<file path="config.mk">
export PLATFORM = sky130hd
export DESIGN_NAME = tm_sequencer
export DESIGN_NICKNAME = d
export VERILOG_FILES = /design/src/rtl/tm_sequencer.sv
export SDC_FILE = /design/constraint.sdc
export NUM_CORES = 1
export LEC_CHECK = 0
export ABC_AREA = 1
export BUFFER_PORTS_ARGS = -buffer_cell sky130_fd_sc_hd__buf_2
export CORE_MARGIN = 1.5
export CORE_UTILIZATION = 55
export DETAILED_ROUTE_END_ITERATION = 10
export MAX_ROUTING_LAYER = met4
export PLACE_DENSITY = 0.91
export SETUP_SLACK_MARGIN = 0.1
export SLEW_MARGIN = 20
export SYNTH_ARGS = -nofsm -noshare
export SYNTH_HDL_FRONTEND = slang
export SYNTH_SLANG_ARGS = --single-unit
</file>
<file path="constraint.sdc">
create_clock -name clock -period 2.9 [get_ports clock]
set_input_delay 0.58 -clock clock [delete_from_list [all_inputs] [get_ports clock]]
set_output_delay 0.58 -clock clock [all_outputs]
set_load 0.02 [all_outputs]
</file>
<file path="src/rtl/tm_sequencer.sv">
// Host-side controller that loads a transition table into a TuringMachine core
// and then steps it singly or free-running until halt or step limit.
module tm_sequencer #(
  parameter int unsigned PROG_LEN   = 32,
  parameter int unsigned SETUP      = 3,
  parameter int unsigned PULSE      = 2,
  parameter int unsigned GAP        = 2,
  parameter int unsigned SETTLE     = 4,
  parameter logic [5:0]  HALT_STATE = 6'd63,
  parameter int unsigned STEP_W     = 8,
  parameter int unsigned MAX_STEPS  = 255
) (
  input  logic              clock,
  input  logic              Reset_n,
  input  logic              load_valid,
  input  logic [3:0]        load_data,
  output logic              load_ready,
  input  logic              step,
  input  logic              run,
  input  logic              restart,
  input  logic [5:0]        next_state_out,
  input  logic [1:0]        direction,
  input  logic [5:0]        data_reg_out,
  output logic              tm_reset,
  output logic [3:0]        input_data,
  output logic              Next,
  output logic              Done,
  output logic [5:0]        state_q,
  output logic [1:0]        dir_q,
  output logic [5:0]        tape_q,
  output logic [5:0]        prog_count,
  output logic [STEP_W-1:0] step_count,
  output logic              halted,
  output logic              timeout,
  output logic              busy
);

  localparam int unsigned CntW = 8;

  typedef enum logic [3:0] {
    StTmRst, StLoadWait, StLoadSetup, StLoadPulse, StLoadGap,
    StDonePulse, StDoneGap, StReady, StRunPulse, StRunSettle, StHalted
  } fsm_e;

  fsm_e              fsm_q, fsm_d;
  logic [CntW-1:0]   cnt_q, cnt_d;
  logic              auto_q, auto_d;
  logic [3:0]        input_data_d;
  logic [5:0]        prog_count_d, state_smp_d, tape_smp_d;
  logic [1:0]        dir_smp_d;
  logic [STEP_W-1:0] step_count_d;
  logic              halted_d, timeout_d, tm_reset_d, next_d, done_d, busy_d;

  assign load_ready = (fsm_q == StLoadWait);

  always_comb begin
    fsm_d        = fsm_q;
    cnt_d        = cnt_q + CntW'(1);
    auto_d       = auto_q;
    input_data_d = input_data;
    prog_count_d = prog_count;
    step_count_d = step_count;
    state_smp_d  = state_q;
    dir_smp_d    = dir_q;
    tape_smp_d   = tape_q;
    halted_d     = halted;
    timeout_d    = timeout;

    unique case (fsm_q)
      StTmRst:     if (cnt_q == CntW'(1)) fsm_d = StLoadWait;
      StLoadWait: begin
        if (load_valid) begin
          input_data_d = load_data;
          prog_count_d = prog_count + 6'd1;
          fsm_d        = StLoadSetup;
        end
      end
      StLoadSetup: if (cnt_q == CntW'(SETUP - 1)) fsm_d = StLoadPulse;
      StLoadPulse: if (cnt_q == CntW'(PULSE - 1)) fsm_d = StLoadGap;
      StLoadGap: begin
        if (cnt_q == CntW'(GAP - 1)) begin
          fsm_d = (prog_count == 6'(PROG_LEN)) ? StDonePulse : StLoadWait;
        end
      end
      StDonePulse: if (cnt_q == CntW'(PULSE - 1)) fsm_d = StDoneGap;
      StDoneGap:   if (cnt_q == CntW'(GAP - 1)) fsm_d = StReady;
      StReady: begin
        if (run) begin
          auto_d = 1'b1;
          fsm_d  = StRunPulse;
        end else if (step) begin
          fsm_d = StRunPulse;
        end
      end
      StRunPulse:  if (cnt_q == CntW'(PULSE - 1)) fsm_d = StRunSettle;
      StRunSettle: begin
        if (cnt_q == CntW'(SETTLE - 1)) begin
          state_smp_d  = next_state_out;
          dir_smp_d    = direction;
          tape_smp_d   = data_reg_out;
          step_count_d = (step_count == '1) ? step_count : step_count + STEP_W'(1);
          if (next_state_out == HALT_STATE) begin
            halted_d = 1'b1;
            fsm_d    = StHalted;
          end else if (auto_q && step_count_d == STEP_W'(MAX_STEPS)) begin
            timeout_d = 1'b1;
            fsm_d     = StHalted;
          end else if (auto_q) begin
            fsm_d = StRunPulse;
          end else begin
            fsm_d = StReady;
          end
        end
      end
      StHalted:    fsm_d = StHalted;
      default:     fsm_d = StTmRst;
    endcase

    // Restart wins over every transition decided above.
    if (restart && fsm_q != StTmRst) begin
      fsm_d        = StTmRst;
      auto_d       = 1'b0;
      input_data_d = '0;
      prog_count_d = '0;
      step_count_d = '0;
      state_smp_d  = '0;
      dir_smp_d    = '0;
      tape_smp_d   = '0;
      halted_d     = 1'b0;
      timeout_d    = 1'b0;
    end

    if (fsm_d != fsm_q) cnt_d = '0;

    // Strobes are registered from the next state so they track it with no lag.
    tm_reset_d = (fsm_d == StTmRst);
    next_d     = (fsm_d == StLoadPulse) || (fsm_d == StRunPulse);
    done_d     = (fsm_d == StDonePulse);
    busy_d     = !((fsm_d == StLoadWait) || (fsm_d == StReady) || (fsm_d == StHalted));
  end

  always_ff @(posedge clock) begin
    if (!Reset_n) begin
      fsm_q      <= StTmRst;
      cnt_q      <= '0;
      auto_q     <= 1'b0;
      tm_reset   <= 1'b1;
      input_data <= '0;
      Next       <= 1'b0;
      Done       <= 1'b0;
      state_q    <= '0;
      dir_q      <= '0;
      tape_q     <= '0;
      prog_count <= '0;
      step_count <= '0;
      halted     <= 1'b0;
      timeout    <= 1'b0;
      busy       <= 1'b0;
    end else begin
      fsm_q      <= fsm_d;
      cnt_q      <= cnt_d;
      auto_q     <= auto_d;
      tm_reset   <= tm_reset_d;
      input_data <= input_data_d;
      Next       <= next_d;
      Done       <= done_d;
      state_q    <= state_smp_d;
      dir_q      <= dir_smp_d;
      tape_q     <= tape_smp_d;
      prog_count <= prog_count_d;
      step_count <= step_count_d;
      halted     <= halted_d;
      timeout    <= timeout_d;
      busy       <= busy_d;
    end
  end

endmodule

</file>
* After elaboration in Yosys (flattened, before gate mapping)
Index checks and enable logic that the tools add are counted.
** Word-level totals
- Logic and storage cells :: 78
- Register bits after elaboration :: 51
- Output and inout bits :: 39
- Input bits :: 24
** Operators by class
- Reduce and logical (&&, ||, !) cells :: 16
- $add $sub $neg :: 3
- Mux-type cells :: 18
- Equality and inequality tests :: 24
- Bitwise logic cells :: 2
** Operators with widths (number)
- $mux W4 :: 15
- $pmux W4 S11 :: 1
- $eq A4 B3 Y1 const B :: 6
- $eq A4 B4 Y1 const B :: 5
- $add A8 B1 Y8 const B :: 2
- $eq A8 B2 Y1 const B :: 2
- $eq A8 B8 Y1 const B :: 2
- $eq A4 B2 Y1 const B :: 3
- $eq A6 B6 Y1 const B :: 2
- $eq A4 B1 Y1 const B :: 2
- $eq A8 B1 Y1 const B :: 1
- $logic_not A4 Y1 :: 2
- $mux W8 :: 1
- $add A6 B1 Y6 const B :: 1
- $reduce_and A2 Y1 :: 3
- $ne A4 B4 Y1 :: 1
- $reduce_and A4 Y1 :: 1
- $reduce_bool A4 Y1 :: 1
- $reduce_or A2 Y1 :: 2
- $logic_or A1 B1 Y1 :: 3
- $mux W3 :: 1
- $reduce_and A3 Y1 :: 1
- $logic_and A1 B1 Y1 :: 2
- $not A1 Y1 :: 2
- $logic_not A1 Y1 :: 1

* Longest topological paths before layout
Gate-level depths: netlist of run 1.
- Word-level depth :: 13
- Depth in mapped cells :: 16
- Depth with buffers taken out :: 16

* Worst setup path after synthesis of run 1
Ideal clock, no wire load.
- Kind :: register -> register
- From :: register step_count[0]
- To :: register cnt_q[0]
- Setup time :: 64 ps
- Period minus slack after synthesis :: 1987 ps
- Data arrival time :: 1923 ps
- Buffers on the path :: 0
- Required time :: 2836 ps
- Path slack :: 913 ps
- Cell stages (with the launch flop) :: 16
- Path through :: dfxtp_1 ha_1 nand2_2 nor2_4 nand2_2 o21ai_2 nand2_1 nor2_1 nand2_1 nand2_2 nand2_4 nand2_1 nand2_1 inv_2 nand3_4 nor2_2
** On the way
- Cells in the longest elaborated chain, start to end :: 11
- Elaborated cells on any way between the ends :: 12
- Those cells by class :: add/sub (1); eq/ne (3); mux (6); reduce/logical (2)
** Ends and longest elaborated chain
- start, declared :: RTL line 32 : output logic [STEP_W-1:0] step_count,
- start signal, assigned :: RTL line 171 : step_count <= step_count_d;
- $add A8 B1 Y8 / $eq A8 B8 Y1 (equally long branches) :: RTL line 101 : step_count_d = (step_count == '1) ? step_count : step_count + STEP_W'(1);
- $mux W8 (*) :: RTL line 101
- $eq A8 B8 Y1 (*) :: RTL line 105 : end else if (auto_q && step_count_d == STEP_W'(MAX_STEPS)) begin
- $logic_and A1 B1 Y1 (*) :: RTL line 105
- $mux W4 (*) :: RTL line 105
- $mux W4 (*) :: RTL line 102 : if (next_state_out == HALT_STATE) begin
- $mux W4 (*) :: RTL line 97 : if (cnt_q == CntW'(SETTLE - 1)) begin
- $pmux W4 S11 (*) :: RTL line 69 : unique case (fsm_q)
- $mux W4 (*) :: RTL line 120 : if (restart && fsm_q != StTmRst) begin
- $ne A4 B4 Y1 (*) :: RTL line 133 : if (fsm_d != fsm_q) cnt_d = '0;
- $reduce_or A2 Y1 (no line) (*)
- end signal, assigned :: RTL line 161 : cnt_q <= cnt_d;
- end, declared :: RTL line 46 : logic [CntW-1:0] cnt_q, cnt_d;
Every way passes the cells marked *; elsewhere a longest branch is shown, timed or not.
A chain may end at the register's enable or synchronous reset.

* Worst setup path in the final report of run 1
- From :: register cnt_q[0]
- To :: register cnt_q[2]
** On the way
- Cells in the longest elaborated chain, start to end :: 6
- Elaborated cells on any way between the ends :: 16
- Those cells by class :: add/sub (1); eq/ne (4); mux (10); reduce/logical (1)
** Ends and longest elaborated chain (RTL line)
- $eq A8 B2 Y1 (tied with other cells) :: 97
- $mux W4 (tied with other cells) :: 97
- $pmux W4 S11 :: 69
- $mux W4 :: 120
- $ne A4 B4 Y1 :: 133
- $reduce_or A2 Y1 (no line)
Parallel ways exist; a longest one is shown, timed or not.

==> metrics.csv, run 1 <==
metric;value;unit
post-cts-setup-buffer-count;0;
diodes;0;
crit_path_max_incr_delay;420;ps
finalClockSkew;7.535;ps
clkLatencyLatePin;300;ps
die_x;72.45;um
drtPass1Iterations;4;
max-cap-violations;0;
tightestPinTransition;457.6;ps
ctsHtreeMaxLevel;2;
finalCritPeriodShare;79.06;%
min_path_type;reg -> reg;
start_util;56.53;%
cts_tree;yes;
cts-root-buf;clkbuf_8;
critPathSlowestCell;dfxtp_1;
yosysTopAreaCell;dfxtp_1;
drcViolationCount;0;
clk_pin_slew;100;ps
crit_buf_inv;2;
cp_max_fo;22;
synth-async-reset-ratio;0;%
cts_buffers;5;
layout_setup_ws;607.4;ps
die_h;72.45;um
hold_depth;2;
cp.depth;15;
critPathRequiredTime;3140;ps
critPathKind;reg -> reg;
grt_pass1_vias;2419;
ys_warn_count;0;
p_per_area;543.7;mW/mm2
cts_resized;0;
routed_wl;5958;um
yosysUniqueCellTypes;32;
syn_area;0.002653;mm2
worstPathArrival;2530;ps
synth_most_common_cell;nand2_1;
vias_per_cell;5.175;
ios;63;
timing.rr.start;cnt_q[0]$_SDFF_PP0_;
vdd_drop_max;453.0;uV
drive_gt1_share;22.54;%
reg2reg_to;cnt_q[2]$_SDFF_PP0_;
timing.slew.headroom;69.42;%
grt_usage;24.71;%
worst_path_most_repeated_cell;nand2_1;
outcome;completed;
grt_pass1_wl;10230;um
ys_seq_elements;51;
overflow;0;
area_growth;16.65;%
core_area;0.004692;mm2
fin_nets;477;
whs;461.3;ps
synth_top_area_share;38.49;%
synth_cells;384;
synth_nets;414;
period_minus_slack;2293;ps
r2r_setup_slack;610;ps
cts_buffer_depth;2;
cp_top_family;simple AND/OR/NAND/NOR gates;
utilization;65.95;%
synth_edf_count;0;
hold_buffers;0;
reg2reg_depth;15;
grt_max_degree;27;
setup_violations;0;
ys.flop_type;dfxtp_1;
numClockSinks;51;
antenna_left;0;
antenna_found_initial;0;
gp_congestion;0.8772;
hold_viol;0;
power_leakage;0.001418;uW
wire_per_inst;11.87;um
fp.dieArea;0.005248;mm2
rows;25;
critPathLaunchType;register;
hp-start;input_data[1]$_SDFFE_PP0P_;
hpwl;4470;um
portBuffers;62;
synth.area.top_cells;dfxtp_1, nand2_1, nor2_1, inv_1, a21oi_1;
setup_tns;0;ps
rsz0062_at_grt;false;
syn_avg_cell_area;6.908;um2
whs_endpoint;input_data[1]$_SDFFE_PP0P_;
vias;2598;
seq_area_frac_synth;38.49;%
drt_iter0_drc;147;
worstSetupEndpointType;register;
slew_viol_final;0;
place_ws;631.7;ps
cp_cell_sequence;ha_1 -> inv_1 -> nor2_1 -> nand2_1 -> nor2_4 -> nand3_1 -> nor2_1 -> nand2_1 -> nand2_2 -> nand2_4 -> nand2_1 -> nand2_1 -> inv_2 -> nand3_4 -> nor2_2;
fmax;436.2;MHz
synth_commonest_cells;nand2_1, dfxtp_1, nor2_1;
## how the worst max path moves through the flow
| stage | end | slack (ps) | startpoint |
|---|---|---|---|
| floorplan | cnt_q[0]$_SDFF_PP0_ | 910 | step_count[0]$_SDFFE_PP0P_ |
| global placement | cnt_q[0]$_SDFF_PP0_ | 730 | cnt_q[0]$_SDFF_PP0_ |
| detailed placement | cnt_q[1]$_SDFF_PP0_ | 630 | cnt_q[0]$_SDFF_PP0_ |
| CTS | cnt_q[1]$_SDFF_PP0_ | 580 | cnt_q[0]$_SDFF_PP0_ |
| global route | cnt_q[2]$_SDFF_PP0_ | 360 | cnt_q[0]$_SDFF_PP0_ |
| finish | cnt_q[2]$_SDFF_PP0_ | 610 | cnt_q[0]$_SDFF_PP0_ |
## flip-flops by register name, indices dropped and copies added, names as in the netlist, 2 cells and up
signal      count
cnt_q           8
step_count      8
prog_count      6
state_q         6
tape_q          6
fsm_q           4
input_data      4
dir_q           2
## power breakdown
part | switching, uW | internal [uW]
clock | 237 | 170
sequential | 40.9 | 745
combinational | 336 | 153
## cells in the final DEF (no fill, tap or decap), drive strengths merged, types with 2 or more instances in the layout
cell type,instances
nand2,114
buf,62
nor2,57
dfxtp,51
inv,46
a21oi,30
nand3,25
o21ai,20
nor3,7
ha,6
a211oi,5
xor2,5
clkbuf,5
a31oi,3
nand4,2
o21a,2
clkinv,2
## layout make-up
class	count	area, um2
Fill cell	409	1598
Clock buffer	5	68.82
Multi-Input combinational cell	282	1439
Inverter	45	168.9
Timing Repair Buffer	62	310.3
Clock inverter	3	18.77
Tap cell	54	67.56
Sequential cell	51	1021
## metal layers
layer	wire length, um	track usage [%]
met1	2725	30.27
met4	104	7.966
met3	248	4.167
met2	2879	41.56
met5	0	-
## metrics by stage
stage / total power (uW) / cell area (um2) / std cells
finish: 1682 / 3094 / 502
global route: 1780 / 3094 / 502
CTS: 1686 / 3094 / 502
detailed placement: 1289 / 3007 / 494
global placement: 1272 / 3007 / 494
floorplan: 1165 / 2653 / 384
## worst reg2reg max path, stage by stage, from the launching register on
cell	delay (ps)
dfxtp_1	420
ha_1	230
inv_1	70
nor2_1	100
nand2_1	90
nor2_4	370
nand3_1	160
nor2_1	110
nand2_1	80
nand2_2	100
nand2_4	70
nand2_1	70
nand2_1	60
inv_2	60
nand3_4	130
nor2_2	110
## cells by family after synthesis
| family | Yosys count | synth area share (%) |
|---|---|---|
| AND/OR/NAND/NOR | 208 | 36.18 |
| AO/OA/AOI/OAI | 62 | 13.26 |
| buffers and inverters | 51 | 7.264 |
| flip-flops | 51 | 38.49 |
| XOR/XNOR | 6 | 1.981 |
| adder cells (fa/ha/maj) | 6 | 2.830 |
Note: power is estimated with default switching activity, not from simulation.
==> run 2: changes to the inputs <==
--- a/config.mk
+++ b/config.mk
@@ -5,13 +5,13 @@
 export SDC_FILE = /design/constraint.sdc
 export NUM_CORES = 1
 export LEC_CHECK = 0
-export ABC_AREA = 1
+export ABC_AREA = 0
 export BUFFER_PORTS_ARGS = -buffer_cell sky130_fd_sc_hd__buf_2
 export CORE_MARGIN = 1.5
-export CORE_UTILIZATION = 55
+export CORE_UTILIZATION = 48
 export DETAILED_ROUTE_END_ITERATION = 10
 export MAX_ROUTING_LAYER = met4
-export PLACE_DENSITY = 0.91
+export PLACE_DENSITY = 0.85
 export SETUP_SLACK_MARGIN = 0.1
 export SLEW_MARGIN = 20
 export SYNTH_ARGS = -nofsm -noshare
==> constraint.sdc (replaced) <==
create_clock -name clock -period 2.03 [get_ports clock]
set_input_delay 0.406 -clock clock [delete_from_list [all_inputs] [get_ports clock]]
set_output_delay 0.406 -clock clock [all_outputs]
set_load 0.02 [all_outputs]
==> run 2 against run 1 <==
Effect of this change:
- the flow now finishes with violations (negative setup slack)
- die area increased by 7.4%
- first-iteration DRC count increased by 68%
- combinational power increased to 3.9 times the previous value
- maximum frequency decreased by 18%
- critical endpoint is now cnt_q[0]$_SDFF_PP0_
- sequential share of layout area decreased by 6.3 points
- core utilization increased by 10 points
- largest power group is now combinational logic
- via count increased by 12%
- cell count increased by 2.0%
==> metrics.csv, run 2 <==
metric;value;unit
grt_pass1_wl;11720;um
p_per_area;989.5;mW/mm2
hpwl;5281;um
fp.dieArea;0.005636;mm2
syn_area;0.002494;mm2
syn_avg_cell_area;8.070;um2
yosysUniqueCellTypes;51;
p_switching;1417;uW
r2r_setup_slack;-780;ps
critPathLaunchType;register;
synth_top_family_by_area;simple AND/OR/NAND/NOR gates;
fin_nets;471;
area_growth;54.39;%
cts-root-buf;clkbuf_8;
portBuffers;62;
overflow;0;
wire_per_inst;16.72;um
fillers;317;
tightestPinTransition;414.4;ps
worstPathArrival;3020;ps
clkLatencyLatePin;320;ps
cts_buffers;5;
rsz0062_at_grt;true;
seq_area_frac_synth;40.94;%
fin_area;0.003850;mm2
cts_buffer_depth;2;
utilization;76.35;%
finalClockSkew;11.67;ps
reg2reg_depth;10;
grt_max_degree;21;
numClockSinks;51;
die_x;75.08;um
max-cap-violations;0;
ys.flop_type;dfxtp_1;
critPathRequiredTime;2240;ps
worstSetupEndpointType;register;
yosys.area_share.simple;28.60;%
synth-xor-area-share;5.921;%
period_minus_slack;2812;ps
top_regs;cnt_q: 8 flops, step_count: 8 flops;
finalCritPeriodShare;138.5;%
cts_tree;yes;
clk_pin_slew;100;ps
setup_violations;16;
min_path_type;in -> reg;
drcViolationCount;0;
drt_iter0_drc;247;
grt_usage;28.43;%
synth_commonest_cells;nand2_1, dfxtp_1, nor2_1;
antenna_left;0;
internal_power;2393;uW
start_util;49.45;%
critPathKind;reg -> reg;
rows;26;
whs_endpoint;input_data[1]$_SDFFE_PP0P_;
vias;2903;
seq_area;0.001028;mm2
synth_compound_area_share;16.06;%
synth.area.top_cells;dfxtp_1, nand2_1, a21oi_1, nor2_1, ha_1;
timing.slew.headroom;72.12;%
gp_congestion;0.9255;
violations;negative setup slack;
routed_wl;8563;um
synth_edf_count;0;
synth-async-reset-ratio;0;%
drive_gt1_share;42.76;%
place_area;0.003338;mm2
synth_cells;309;
hold_buffers;0;
fmax;355.7;MHz
grt_pass1_vias;2619;
power_leakage;0.001664;uW
hold_depth;3;
synth_top_area_share;40.94;%
antenna_found_initial;0;
pwr-share-comb;50.2;%
diodes;0;
synth_most_common_cell;nand2_1;
layout_commonest_cell;buf_4;
layout_setup_ws;-781.7;ps
reg2reg_to;cnt_q[0]$_SDFF_PP0_;
muxShareOfSynthArea;1.606;%
synthAdderAreaFrac;3.412;%
ios;63;
final_cell_mix;buf_4, buf_2, nand2_1, dfxtp_1, nor2_1;
yosysTopAreaCell;dfxtp_1;
cp_max_fo;19;
multi_input_area;0.001634;mm2
slew_viol_final;0;
timing.rr.start;cnt_q[0]$_SDFF_PP0_;
vdd_drop_max;671.7;uV
seqPwrFrac;29.4;%
ctsHtreeMaxLevel;2;
die_h;75.08;um
ys_warn_count;0;
cp-startpoint;cnt_q[0]$_SDFF_PP0_;
synth_nets;339;
setup_tns;-8855;ps
hp-start;load_data[1];
ys_seq_elements;51;
hold_viol;0;
swShare;37.20;%
outcome;finished with violations;
vias_per_cell;5.670;
place_ws;-668.5;ps
power_frac_clock;20.4;%
drtPass1Iterations;4;
core_area;0.005042;mm2
[run 2: layer usage]
layer	global-route usage (%)	part of all wire (%)	up-vias
met5	-	0	-
met4	11.72	3.3	0
met3	6.024	6.6	33
met1	31.84	39	1375
li1	-	-	1348
met2	48.97	51	147
[run 2: worst max-delay path by stage]
stage	endpoint	slack, ps	cells after the start
floorplan	cnt_q[1]$_SDFF_PP0_	-530	8
global placement	cnt_q[1]$_SDFF_PP0_	-550	9
detailed placement	cnt_q[1]$_SDFF_PP0_	-670	9
CTS	cnt_q[1]$_SDFF_PP0_	-640	9
global route	cnt_q[0]$_SDFF_PP0_	-860	10
finish	cnt_q[0]$_SDFF_PP0_	-780	10
[run 2: through the flow]
step           total power (uW)  instances  hold slack [ps]
2_1_floorplan              1840        309            443.6
3_3_place_gp               2333        488            439.1
3_5_place_dp               2376        488            444.4
4_1_cts                    3377        503            316.7
5_1_grt                    3943        512            322.0
6_report                   3810        512            317.0
[run 2: power by group through the flow]
stage               registers [uW]  clock network [uW]  logic, uW
detailed placement            1130                   0       1240
CTS                           1110                 769       1500
global placement              1130                   0       1200
finish                        1120                 776       1910
floorplan                     1180                   0        657
global route                  1130                 811       2000
[run 2: final cells by class]
| cell class | instances | share of cell area [%] |
|---|---|---|
| multi-input cells | 235 | 42.44 |
| inverters | 9 | 0.9425 |
| well taps | 70 | 2.275 |
| clock buffers | 6 | 2.145 |
| clock inverters | 2 | 1.007 |
| flip-flops and latches | 51 | 26.71 |
| repair buffers | 139 | 24.47 |
[run 2: what timing repair did]
action                     CTS  global route
gates resized for setup     23            34
buffers inserted             8             9
pin swaps                   13            12
setup endpoints to repair   22            29
[run 2: cells by family (layout without fill, tap and decap cells)]
logic type	count (synthesis)	after routing
compound gates	59	59
simple gates	149	149
flops	51	51
buf+inv	23	156
fa+ha+maj	7	7
mux	4	4
xor+xnor	16	16
[run 2: worst max-delay path: stages, from the launching register on]
cell and delay (ps):
dfxtp_4 380, ha_4 130, or3b_4 370, or3_4 400
buf_4 150, buf_12 150, o221ai_4 210, a31oi_1 120
a2111o_1 390, buf_4 190, nor4_4 230
==> run 3: changes to the inputs <==
--- a/config.mk
+++ b/config.mk
@@ -12,6 +12,7 @@
 export DETAILED_ROUTE_END_ITERATION = 10
 export MAX_ROUTING_LAYER = met4
 export PLACE_DENSITY = 0.85
+export REMOVE_ABC_BUFFERS = 1
 export SETUP_SLACK_MARGIN = 0.1
 export SLEW_MARGIN = 20
 export SYNTH_ARGS = -nofsm -noshare
==> run 3 against run 2 <==
Effect of this change:
- the run still ends with negative setup slack left
- core utilization is 2.2 points higher
- die area stayed put
- hold slack improved by 13 ps
- design area rose by 2.9%
- count of clock-buffer cells in the layout down 1
- routed wire length is 2.7% higher
- critical path type unchanged
- critical endpoint is now Next$_SDFF_PN0_
==> metrics.csv, run 3 (synthesis results as in run 2) <==
metric;value;unit
cts-root-buf;clkbuf_8;
die_x;75.08;um
setup_violations;39;
core_area;0.005042;mm2
hold_viol;0;
rows;26;
vias_per_cell;5.750;
portBuffers;62;
cts_buffers;5;
clk_pin_slew;90;ps
ctsHtreeMaxLevel;2;
area_growth;58.81;%
fin_area;0.003960;mm2
die_h;75.08;um
grt_pass1_wl;11510;um
fin_nets;479;
slew_viol_final;0;
vias;2984;
wire_per_inst;16.94;um
drtPass1Iterations;7;
p_per_area;892.0;mW/mm2
hpwl;4768;um
gp_congestion;0.8634;
overflow;0;
fillers;291;
totalPowerFinal;3532;uW
drt_iter0_drc;248;
routed_wl;8794;um
fmax;353.2;MHz
cts_tree;yes;
start_util;49.45;%
whs;329.6;ps
setup_tns;-13870;ps
min_path_type;in -> reg;
reg2reg_depth;9;
top_regs;cnt_q: 8 flops, step_count: 8 flops;
finalCritPeriodShare;139.5;%
grt_usage;27.33;%
fp.dieArea;0.005636;mm2
tightestPinTransition;653.7;ps
hold_depth;3;
vdd_drop_max;630.2;uV
max-cap-violations;0;
drcViolationCount;0;
ios;63;
place_area;0.003279;mm2
antenna_left;0;
numClockSinks;51;
layout_setup_ws;-801.0;ps
critPathLaunchType;register;
antenna_found_initial;0;
worstSetupEndpointType;register;
outcome;finished with violations;
place_ws;-862.6;ps
layout_commonest_cell;buf_4;
cp_max_fo;3;
final_cell_mix;buf_4, buf_2, nand2_1, dfxtp_1, nor2_1;
period_minus_slack;2831;ps
grt_max_degree;36;
violations;negative setup slack;
drive_gt1_share;46.33;%
diodes;0;
critPathKind;reg -> reg;
cts_buffer_depth;2;
rsz0062_at_grt;true;
timing.slew.headroom;56.33;%
finalClockSkew;5.586;ps
hold_buffers;0;
critPathRequiredTime;2270;ps
clkLatencyLatePin;310;ps
worstPathArrival;3070;ps
power_leakage;0.001715;uW
grt_pass1_vias;2554;
[run 3: cell count changes in the layout (fill, tap and decap cells not counted), sizes merged]
cell and delta:
bufinv -1, clkinv +2, buf +7, inv -1
[run 3: per-stage QoR]
step	utilization, %	cells
5_1_grt	78.54	519
6_report	78.54	519
2_1_floorplan	-	295
3_3_place_gp	65.04	485
3_5_place_dp	65.04	485
4_1_cts	72.95	505
[run 3: area by class of cell]
type | count | area [um2] | share of cell area (%)
repair buffers | 147 | 1059 | 26.73
flip-flops and latches | 51 | 1025 | 25.88
multi-input cells | 235 | 1670 | 42.18
well taps | 70 | 87.58 | 2.212
inverters | 9 | 36.28 | 0.9163
clock buffers | 5 | 68.82 | 1.738
clock inverters | 2 | 13.76 | 0.3476
[run 3: timing repair]
item	CTS	global route
setup buffers	13	15
pin swaps	26	24
gates resized for setup	49	37
gates cloned	0	1
setup endpoints to repair	24	40
[run 3: path summary, 6_finish.rpt]
| kind | endpoint | startpoint | slack, ps |
|---|---|---|---|
| worst min-delay path | tape_q[2]$_SDFFE_PP0P_ | data_reg_out[2] | 330 |
| worst max register to register | Next$_SDFF_PN0_ | cnt_q[0]$_SDFF_PP0_ | -800 |
| worst min register to register | dir_q[1]$_SDFFE_PP0P_ | dir_q[1]$_SDFFE_PP0P_ | 460 |
| worst max-delay path | Next$_SDFF_PN0_ | cnt_q[0]$_SDFF_PP0_ | -800 |
[run 3: metal layers]
metal | vias up | track usage, % | share of wire, %
li1 | 1367 | - | -
met1 | 1408 | 31.82 | 39
met2 | 166 | 44.84 | 51
met3 | 43 | 5.756 | 5.8
met4 | 0 | 12.93 | 4.1
met5 | - | - | 0
[run 3: worst max-delay path: stages (launching register included)]
cell and delay, ps:
dfxtp_2 360, ha_4 140, or3b_4 380, or3_4 390
or3_4 400, a2111oi_4 280, buf_4 190, nor3_4 50
or3b_4 400, a21oi_2 180
[run 3: power breakdown]
part	total (uW)	leakage [uW]	switching (uW)	internal, uW
Sequential	1120	0.000413	42.9	1070
Combinational	1840	0.00126	957	886
Clock	574	0.0000440	338	236
